**src/rtl/led_pkg.sv**
```systemverilog
// Shared types and constants for the LED serial link receiver.
package led_pkg;

  // Receiver FSM: waiting for a frame, or collecting bits of a frame.
  typedef enum logic {
    IDLE = 1'b0,
    RECV = 1'b1
  } rx_state_e;

  // Word width shared with the LED_send transmitter.
  localparam int LED_DATA_W = 128;

  // Default number of words expected per frame.
  localparam int LED_NUM_DEF = 4;

  // 8-bit increment that sticks at 255 instead of wrapping.
  function automatic logic [7:0] sat_inc8(input logic [7:0] v);
    return (v == 8'hFF) ? v : v + 8'd1;
  endfunction

endpackage

```
**src/rtl/led_recv_if.sv**
```systemverilog
// Output bundle of the LED link receiver.
//
// Handshake: data_valid and frame_done are single-cycle strobes with no
// back-pressure (there is no ready). A consumer must sample data_out and
// word_idx in the cycle data_valid is high, and word_cnt / frame_err in the
// cycle frame_done is high. The two strobes are never high together.
interface led_recv_if
  import led_pkg::*;
#(
  parameter int DATA_W = LED_DATA_W
);
  logic [DATA_W-1:0] data_out;
  logic              data_valid;
  logic [7:0]        word_idx;
  logic              frame_done;
  logic              frame_err;
  logic [7:0]        word_cnt;
  rx_state_e         state;

  modport master (
    output data_out, data_valid, word_idx, frame_done, frame_err, word_cnt, state
  );

  modport slave (
    input data_out, data_valid, word_idx, frame_done, frame_err, word_cnt, state
  );
endinterface

```
**src/rtl/led_sync_edge.sv**
```systemverilog
// Synchronizes cko/sdo into clk through identical flop chains so the two stay
// aligned, and flags a cko rising edge for one clk cycle.
module led_sync_edge #(
  parameter int SYNC_STAGES = 2
) (
  input  logic clk,
  input  logic rst,
  input  logic cko_i,
  input  logic sdo_i,
  output logic cko_rise,
  output logic sdo_s
);

  logic [SYNC_STAGES-1:0] cko_sr;
  logic [SYNC_STAGES-1:0] sdo_sr;
  logic                   cko_s;
  logic                   cko_d;

  assign cko_s    = cko_sr[SYNC_STAGES-1];
  assign sdo_s    = sdo_sr[SYNC_STAGES-1];
  assign cko_rise = cko_s & ~cko_d;

  // Synchronizer chains plus one delay stage on cko for edge detection.
  always_ff @(posedge clk) begin
    if (rst) begin
      cko_sr <= '0;
      sdo_sr <= '0;
      cko_d  <= 1'b0;
    end else begin
      cko_sr <= {cko_sr[SYNC_STAGES-2:0], cko_i};
      sdo_sr <= {sdo_sr[SYNC_STAGES-2:0], sdo_i};
      cko_d  <= cko_s;
    end
  end

endmodule

```
**src/rtl/led_recv.sv**
```systemverilog
// LED link receiver: shifts sdo in on each cko rising edge, rebuilds DATA_W
// bit words (MSB first) and delimits frames by an idle gap on cko.
module led_recv
  import led_pkg::*;
#(
  parameter int DATA_W      = LED_DATA_W,
  parameter int LED_NUM     = LED_NUM_DEF,
  parameter int IDLE_CNT    = 20,
  parameter int SYNC_STAGES = 2
) (
  input  logic     clk,
  input  logic     rstn,
  input  logic     cko_i,
  input  logic     sdo_i,
  led_recv_if.master rx
);

  localparam int BW = $clog2(DATA_W);
  localparam int IW = $clog2(IDLE_CNT + 1);

  logic              cko_rise;
  logic              sdo_s;
  rx_state_e         state;
  rx_state_e         state_nxt;
  logic [DATA_W-1:0] shreg;
  logic [BW-1:0]     bit_cnt;
  logic [IW-1:0]     idle_cnt;
  logic [7:0]        wcnt;
  logic              word_pend;
  logic              last_bit;
  logic              idle_hit;
  logic              frame_end;

  logic [DATA_W-1:0] data_out;
  logic              data_valid;
  logic [7:0]        word_idx;
  logic              frame_done;
  logic              frame_err;
  logic [7:0]        word_cnt;

  led_sync_edge #(.SYNC_STAGES(SYNC_STAGES)) u_sync (
    .clk      (clk),
    .rst      (rstn),
    .cko_i    (cko_i),
    .sdo_i    (sdo_i),
    .cko_rise (cko_rise),
    .sdo_s    (sdo_s)
  );

  assign last_bit = (bit_cnt == BW'(DATA_W - 1));
  assign idle_hit = (idle_cnt == IW'(IDLE_CNT));
  // An edge or a pending word completion both postpone the frame end.
  assign frame_end = (state == RECV) && idle_hit && !cko_rise && !word_pend;

  // FSM state register.
  always_ff @(posedge clk) begin
    if (rstn) state <= IDLE;
    else      state <= state_nxt;
  end

  // FSM next-state logic.
  always_comb begin
    state_nxt = state;
    case (state)
      IDLE: if (cko_rise)  state_nxt = RECV;
      RECV: if (frame_end) state_nxt = IDLE;
      default: state_nxt = IDLE;
    endcase
  end

  // Shift register, counters and registered output strobes.
  always_ff @(posedge clk) begin
    if (rstn) begin
      shreg      <= '0;
      bit_cnt    <= '0;
      idle_cnt   <= '0;
      wcnt       <= '0;
      word_pend  <= 1'b0;
      data_out   <= '0;
      data_valid <= 1'b0;
      word_idx   <= '0;
      frame_done <= 1'b0;
      frame_err  <= 1'b0;
      word_cnt   <= '0;
    end else begin
      data_valid <= 1'b0;
      frame_done <= 1'b0;

      if (cko_rise) shreg <= {shreg[DATA_W-2:0], sdo_s};

      // Publish a completed word one cycle after its last bit was shifted in.
      if (word_pend) begin
        word_pend  <= 1'b0;
        data_out   <= shreg;
        data_valid <= 1'b1;
        word_idx   <= wcnt;
        wcnt       <= sat_inc8(wcnt);
      end

      case (state)
        IDLE: begin
          bit_cnt  <= cko_rise ? BW'(1) : '0;
          idle_cnt <= '0;
          wcnt     <= '0;
        end
        RECV: begin
          if (cko_rise) begin
            idle_cnt <= '0;
            if (last_bit) begin
              bit_cnt   <= '0;
              word_pend <= 1'b1;
            end else begin
              bit_cnt <= bit_cnt + BW'(1);
            end
          end else if (!idle_hit) begin
            idle_cnt <= idle_cnt + IW'(1);
          end

          if (frame_end) begin
            frame_done <= 1'b1;
            word_cnt   <= wcnt;
            frame_err  <= (wcnt != 8'(LED_NUM)) || (bit_cnt != '0);
            bit_cnt    <= '0;
            idle_cnt   <= '0;
            wcnt       <= '0;
          end
        end
        default: ;
      endcase
    end
  end

  assign rx.data_out   = data_out;
  assign rx.data_valid = data_valid;
  assign rx.word_idx   = word_idx;
  assign rx.frame_done = frame_done;
  assign rx.frame_err  = frame_err;
  assign rx.word_cnt   = word_cnt;
  assign rx.state      = state;

endmodule

```
**src/flat_wrapper.sv**
```systemverilog
// flat-port wrapper written by rule: the top's interface ports become plain ports
module led_recv_flat import led_pkg::*;
#(
  parameter int DATA_W      = LED_DATA_W,
  parameter int LED_NUM     = LED_NUM_DEF,
  parameter int IDLE_CNT    = 20,
  parameter int SYNC_STAGES = 2
)
  (clk, rstn, cko_i, sdo_i, rx_data_out, rx_data_valid, rx_word_idx, rx_frame_done, rx_frame_err, rx_word_cnt, rx_state);
  led_recv_if #(.DATA_W(DATA_W)) rx_i ();
  input  logic clk;
  input  logic rstn;
  input  logic cko_i;
  input  logic sdo_i;
  output wire logic [$bits(rx_i.data_out)-1:0] rx_data_out;
  output wire logic [$bits(rx_i.data_valid)-1:0] rx_data_valid;
  output wire logic [$bits(rx_i.word_idx)-1:0] rx_word_idx;
  output wire logic [$bits(rx_i.frame_done)-1:0] rx_frame_done;
  output wire logic [$bits(rx_i.frame_err)-1:0] rx_frame_err;
  output wire logic [$bits(rx_i.word_cnt)-1:0] rx_word_cnt;
  output wire logic [$bits(rx_i.state)-1:0] rx_state;
  assign rx_data_out = rx_i.data_out;
  assign rx_data_valid = rx_i.data_valid;
  assign rx_word_idx = rx_i.word_idx;
  assign rx_frame_done = rx_i.frame_done;
  assign rx_frame_err = rx_i.frame_err;
  assign rx_word_cnt = rx_i.word_cnt;
  assign rx_state = rx_i.state;
  led_recv #(.DATA_W(DATA_W), .LED_NUM(LED_NUM), .IDLE_CNT(IDLE_CNT), .SYNC_STAGES(SYNC_STAGES)) u_core (.clk(clk), .rstn(rstn), .cko_i(cko_i), .sdo_i(sdo_i), .rx(rx_i));
endmodule
```
**config.mk**
```make
export PLATFORM = sky130hd
export DESIGN_NAME = led_recv_flat
export DESIGN_NICKNAME = d
export VERILOG_FILES = /design/src/rtl/led_pkg.sv /design/src/rtl/led_recv_if.sv /design/src/rtl/led_sync_edge.sv /design/src/rtl/led_recv.sv /design/src/flat_wrapper.sv
export SDC_FILE = /design/constraint.sdc
export NUM_CORES = 1
export LEC_CHECK = 0
export ABC_CLOCK_PERIOD_IN_PS = 3050
export CORE_AREA = 2 2 150 152
export CTS_CLUSTER_SIZE = 25
export DETAILED_ROUTE_END_ITERATION = 12
export DIE_AREA = 0 0 152 154
export GPL_TIMING_DRIVEN = 0
export PLACE_DENSITY_LB_ADDON = 0.15
export SYNTH_ARGS = -nofsm -noshare
export SYNTH_HDL_FRONTEND = slang
export SYNTH_SLANG_ARGS = --single-unit
```
**constraint.sdc**
```tcl
create_clock -name clk -period 3.05 [get_ports clk]
set_input_delay 0.7625 -clock clk [delete_from_list [all_inputs] [get_ports clk]]
set_output_delay 0.7625 -clock clk [all_outputs]
set_load 0.005 [all_outputs]
```
==> results.md <==
- Status: completed
- RSZ-0062 raised after global routing: no
- I/O Buffers: 150
- Peak supply drop: ~0.00043 V
- Yosys top cell by area: dfxtp_1
- Clock Tree Buf Depth: 3
- Post-synth EDFFs: 0
- WHS Path Cells: 1
- Area growth syn-to-layout: 26.0%
- Critical path's largest stage delay: 0.60 ns
- Synth top cells by count: 302 x dfxtp_1, 263 x nand2_1, 157 x nor2_1
- Core area: ~22,000 um^2
- Total gr overflow: 0
- Final setup vio count: 0
- Detail Route Antenna Nets: 0
- Clk_skew: slightly below 0.006 ns
- H-tree depth: 1
- Reg2reg path depth: 6
- Worst path required time: 2.29 ns
- Die width: about 150 um
- CP max FO: 9
- Filler cells: between 1.5k and 2k
- Area contributors post-synth: dfxtp_1 56%, mux2i_1 14%, nand2_1 9.2%
- Endpoints failing hold: 0
- Library cell with the highest instance count after synthesis: dfxtp_1
- Die area: 23,400 um^2
- Final slew viol count: 0
- R2R Path End: u_core.shreg[125]
- Ant diodes: 0
- GPL Wtd Cong: ~0.79
- Cts hold-fix bufs: 0
- Number of DRC markers in iteration 0: roughly 390
- MaxCap Viol Count: 0
- Routed wire length: around 23,000 um
- Initial antenna violation count: 0
- Synthesized area per cell: 9.18 um^2
- Tot GR Track Use: a little under a fifth
- Slowest CP cell: clkdlybuf4s50_1
- Wire per inst: between 10 and 15 um
- Slew @ Worst Pin: between 0.7 and 0.8 ns
- First-pass GRT wire length: ~38,000 um
- Prevailing post-synth register cell: dfxtp_1
- Critical Path Stages: 1
- Cell family with most CP delay: buffers and inverters
- # nets final: around 1.4k
- Inserted Clock Buffers: 31
- Largest net degree at the start of global routing: 16
- Via count: roughly 8.3k
- Pwr Total: around 7.6 mW
- Post-synthesis sequential area ratio: between 50% and 60%
- Clk_lat worst skew: roughly 0.55 ns
- Clock Tree Root: clkbuf_16
- WP data arrival: roughly 1.7 ns
- Worst min path class: reg -> reg
- PwrDens: approximately 560 nW/um^2
- Number of distinct library cells after synthesis: 38
- Post-route setup TNS: 0 ns
- Initial Utilization: 49.5%
- Vias in the first global route: between 7k and 8k
- DRC Markers: 0
- Share of post-route cells with drive strength above 1: roughly 6.0%
- F_max: roughly 0.41 GHz
- Worst slew margin: between 50% and 60%
- Async SR Flop Fraction: 0%
- Ports: 152
- Die H: roughly 150 um
- Setup bufs post-CTS: 0
- Startpoint types: flip-flop
- Critical Path End: rx_state
- Crit path time final: 2.42 ns
- Reg-to-reg startpoint: u_core.u_sync.cko_sr[1]
- First-pass iteration count of the detailed router: 4
- CTS tree: done
- Mapped Area: roughly 11,000 um^2
- Routed vias/inst: 4.99
- Crit-path cells: clkdlybuf4s50_1
- #FFs+latches synth: around 300
- CP Buf/Inv Count: 1
- Synth Instances: 1,171
- Standard-cell rows: 54
- Post_cts resized: 0
- Worst reg-to-reg setup slack: 1.18 ns
- Final Cycle Share: 79.3%
- Critical path capture point type: output pin
- Post-DP HPWL: roughly 16,000 um
- Ys Warns: 0
- Yosys top cell area share: a little under three fifths
- Hold path start: u_core.u_sync.sdo_sr[0]
- P_leak: between 4 and 5 nW
- Mapped Nets: 1,181
- CP startpoint: u_core.rx.state
- Clock-pin slew on the worst setup and hold paths: 0.06 ns
- WS Path Type: reg -> out
- CTS Sinks: just over 300
[per-layer routing]
| metal | wire length [um] | up-vias | part of all wire (%) | GRT usage (%) |
|---|---|---|---|---|
| met5 | 0 | - | 0 | 0 |
| met3 | 1050 | 35 | 4.5 | 3.38 |
| met1 | 11300 | 3823 | 49 | 26.5 |
| met2 | 10400 | 168 | 45 | 30.7 |
| li1 | - | 4240 | - | - |
| met4 | 408 | 0 | 1.8 | 5.07 |
[through the flow]
stage | std cells | util (%) | hold WS (ns) | cell area [um^2] | worst slack (ns)
floorplan | 1171 | - | 0.414 | 10700 | 1.37
global placement | 1601 | 58.1 | 0.419 | 12600 | 0.836
detailed placement | 1601 | 58.1 | 0.428 | 12600 | 0.814
CTS | 1656 | 62.4 | 0.439 | 13500 | 0.608
global route | 1656 | 62.4 | 0.466 | 13500 | 0.581
finish | 1656 | 62.4 | 0.436 | 13500 | 0.631
[layout by cell type (no fill, tap or decap), types with 7 or more instances in the layout]
cell,synthesis,layout
nor2b_1,8,8
clkbuf_1,41,50
nand2_1,263,263
clkinv_2,0,7
dfxtp_1,302,302
buf_2,27,27
clkdlybuf4s50_1,0,150
buf_1,7,7
nor2_1,157,157
inv_1,8,8
nand3_1,8,8
clkbuf_16,0,31
o21ai_0,7,7
mux2i_1,147,147
a21oi_1,136,136
[flip-flops by register name (all words and copies together) (netlist names)]
name,count
u_core.bit_cnt,7
u_core.idle_cnt,5
u_core.rx.data_out,128
u_core.rx.data_valid,1
u_core.rx.frame_done,1
u_core.rx.frame_err,1
u_core.rx.state,1
u_core.rx.word_cnt,8
u_core.rx.word_idx,8
u_core.shreg,128
u_core.u_sync.cko_d,1
u_core.u_sync.cko_sr,2
u_core.u_sync.sdo_sr,2
u_core.wcnt,8
u_core.word_pend,1
[cell families (layout without fill, tap and decap cells)]
logic type               after synthesis  after routing  synth area share [%]
adder cells (fa/ha/maj)                6              6                 0.699
AO/OA/AOI/OAI                        160            160                  7.98
multiplexers                         147            147                  13.7
AND/OR/NAND/NOR                      460            460                  17.2
XOR/XNOR                               7              7                 0.571
flip-flops                           302            302                  56.3
buffers and inverters                 89            294                  3.63
[where the power goes]
part | leakage (nW) | switching (mW) | total [mW] | internal [mW]
Sequential | 2.43 | 0.00388 | 3.95 | 3.95
Clock | 0.468 | 1.49 | 3.50 | 2.01
Combinational | 1.65 | 0.123 | 0.151 | 0.0277
Total | 4.55 | 1.62 | 7.60 | 5.98
[layout make-up]
cell class                      count  area (um^2)  area share [%]
Clock inverter                      9         51.3           0.379
Clock buffer                       46          892            6.59
Tap cell                          280          350            2.59
Multi-Input combinational cell    780         4310            31.8
Timing Repair Buffer              150         1500            11.1
Sequential cell                   302         6050            44.7
Inverter                            8         30.0           0.222
Buffer                             81          360            2.66
[worst min path at each step]
stage	endpoint
after global placement	u_core.u_sync.sdo_sr[1]
after floorplan	u_core.u_sync.cko_sr[1]
final	u_core.u_sync.sdo_sr[1]
after CTS	u_core.u_sync.sdo_sr[1]
after global routing	u_core.u_sync.sdo_sr[1]
after detailed placement	u_core.u_sync.sdo_sr[1]
No activity file was read; power rests on OpenSTA's default activity.
==> RTL change (config.mk and constraints unchanged) <==
Register the inputs `cko_i` and `sdo_i` before use. The logic sees them one clock later. The other inputs are not delayed to match.
--- a/src/rtl/led_recv.sv
+++ b/src/rtl/led_recv.sv
@@ -18,4 +18,12 @@
   localparam int BW = $clog2(DATA_W);
   localparam int IW = $clog2(IDLE_CNT + 1);
+
+  logic cko_q;
+  logic sdo_q;
+
+  always_ff @(posedge clk) begin
+    cko_q <= cko_i;
+    sdo_q <= sdo_i;
+  end
 
   logic              cko_rise;
@@ -42,6 +50,6 @@
     .clk      (clk),
     .rst      (rstn),
-    .cko_i    (cko_i),
-    .sdo_i    (sdo_i),
+    .cko_i    (cko_q),
+    .sdo_i    (sdo_q),
     .cko_rise (cko_rise),
     .sdo_s    (sdo_s)
Behaviour: not the same (Yosys sat finds a counterexample within 4 cycles, from zero or initial values and one cycle with rstn high).
==> RTL change against the original RTL <==
  * Wire length grew 1.5%
  * Area after synthesis grew 0.35%
  * Combinational power is essentially flat
  * Total power grew 0.11%
  * Die area is the same
  * Clock skew grew 0.0063 ns
  * Design area grew 0.14%
  * Sequential cell count grew 2
  * Worst hold slack gained 0.0032 ns
  * Setup slack gained 0.012 ns
  * Synthesized cell count grew 0.34%
==> RTL change: results (changes against the original RTL) <==
- The fraction of area in multi-input gates is 0.318 (about the same).
- The routed length on met1 was 11.6 mm (+2.7%).
- The weighted congestion reported at the end of routability-driven placement is 0.830 (+4.7%).
- HPWL Detailed: 15.9 mm (+1.7%)
* GR Util met2: 0.307 (+0.000429)
- The hold path depth came to 2 (+1).
- Routed length on met2: 10.6 mm (+2.0%)
- Endpoint of the lowest-slack register-to-register path: u_core.rx.data_out[125]
- WHS Endpoint: u_core.shreg[0]
- In this run the most critical hold path is launched from u_core.u_sync.sdo_sr[1].
- Number of cell instances on the worst register-to-register path: 5 (-1)
- Vias in the first global route: 7,583 (-1.1%)
- The initial DRC count was 424 (+7.9%).
* Post-Route WL: 23.5 mm (+1.5%)
- Share of cells above drive strength 1: 0.0573 (-0.00231)
* Routed wl met3: 940 microns (-11%)
- The flow ran to the end, and the final reports show no timing, DRC or antenna violations.
- The placed standard-cell area came to 0.0126 sq mm (+0.30%).
- The fill cell instance count of the final layout came to 1,858 (-2.1%).
- Count of mapped cells out of synthesis: 1,175 (+0.34%)
- Worst voltage drop across the vdd grid: 0.000486 V (+12%)
* Critical path arrival: 1.64 ns (-0.02 ns)
- Final sequential cell count: 304 (+0.66%)
* Area growth, synth to finish: 25.8%
- Inst Count DP: 1,605 (+0.25%)
* Count of TritonRoute iterations in the first routing pass: 5 (+1)
- The met1 track demand over resource in global routing is 0.277 (+0.0120).
- The sequential standard cell area was 0.00609 sq mm (+0.66%).
- Pre-CTS setup slack: 0.811 ns (-0.00316 ns)
RTL change: cell families after synthesis:
logic type | Yosys count | share of synthesized area
simple gates | 462 | 0.172
flops | 304 | 0.564
compound gates | 162 | 0.0801
mux | 146 | 0.136
buf+inv | 89 | 0.0357
xor+xnor | 6 | 0.00487
fa+ha+maj | 6 | 0.00696
RTL change: worst max path at each step:
stage	startpoint	endpoint	cells past startpoint	slack, ns
after global routing	u_core.rx.state	rx_state	1	0.60
after CTS	u_core.rx.state	rx_state	1	0.63
after detailed placement	rstn	u_core.shreg[96]	4	0.81
final	u_core.rx.state	rx_state	1	0.64
after floorplan	rstn	u_core.rx.data_out[10]	4	1.37
after global placement	rstn	u_core.shreg[98]	4	0.86
RTL change: power breakdown:
part	switching, mW	internal (mW)
Sequential	0.00397	3.98
Clock	1.47	2.01
Combinational	0.123	0.0281
Total	1.60	6.02
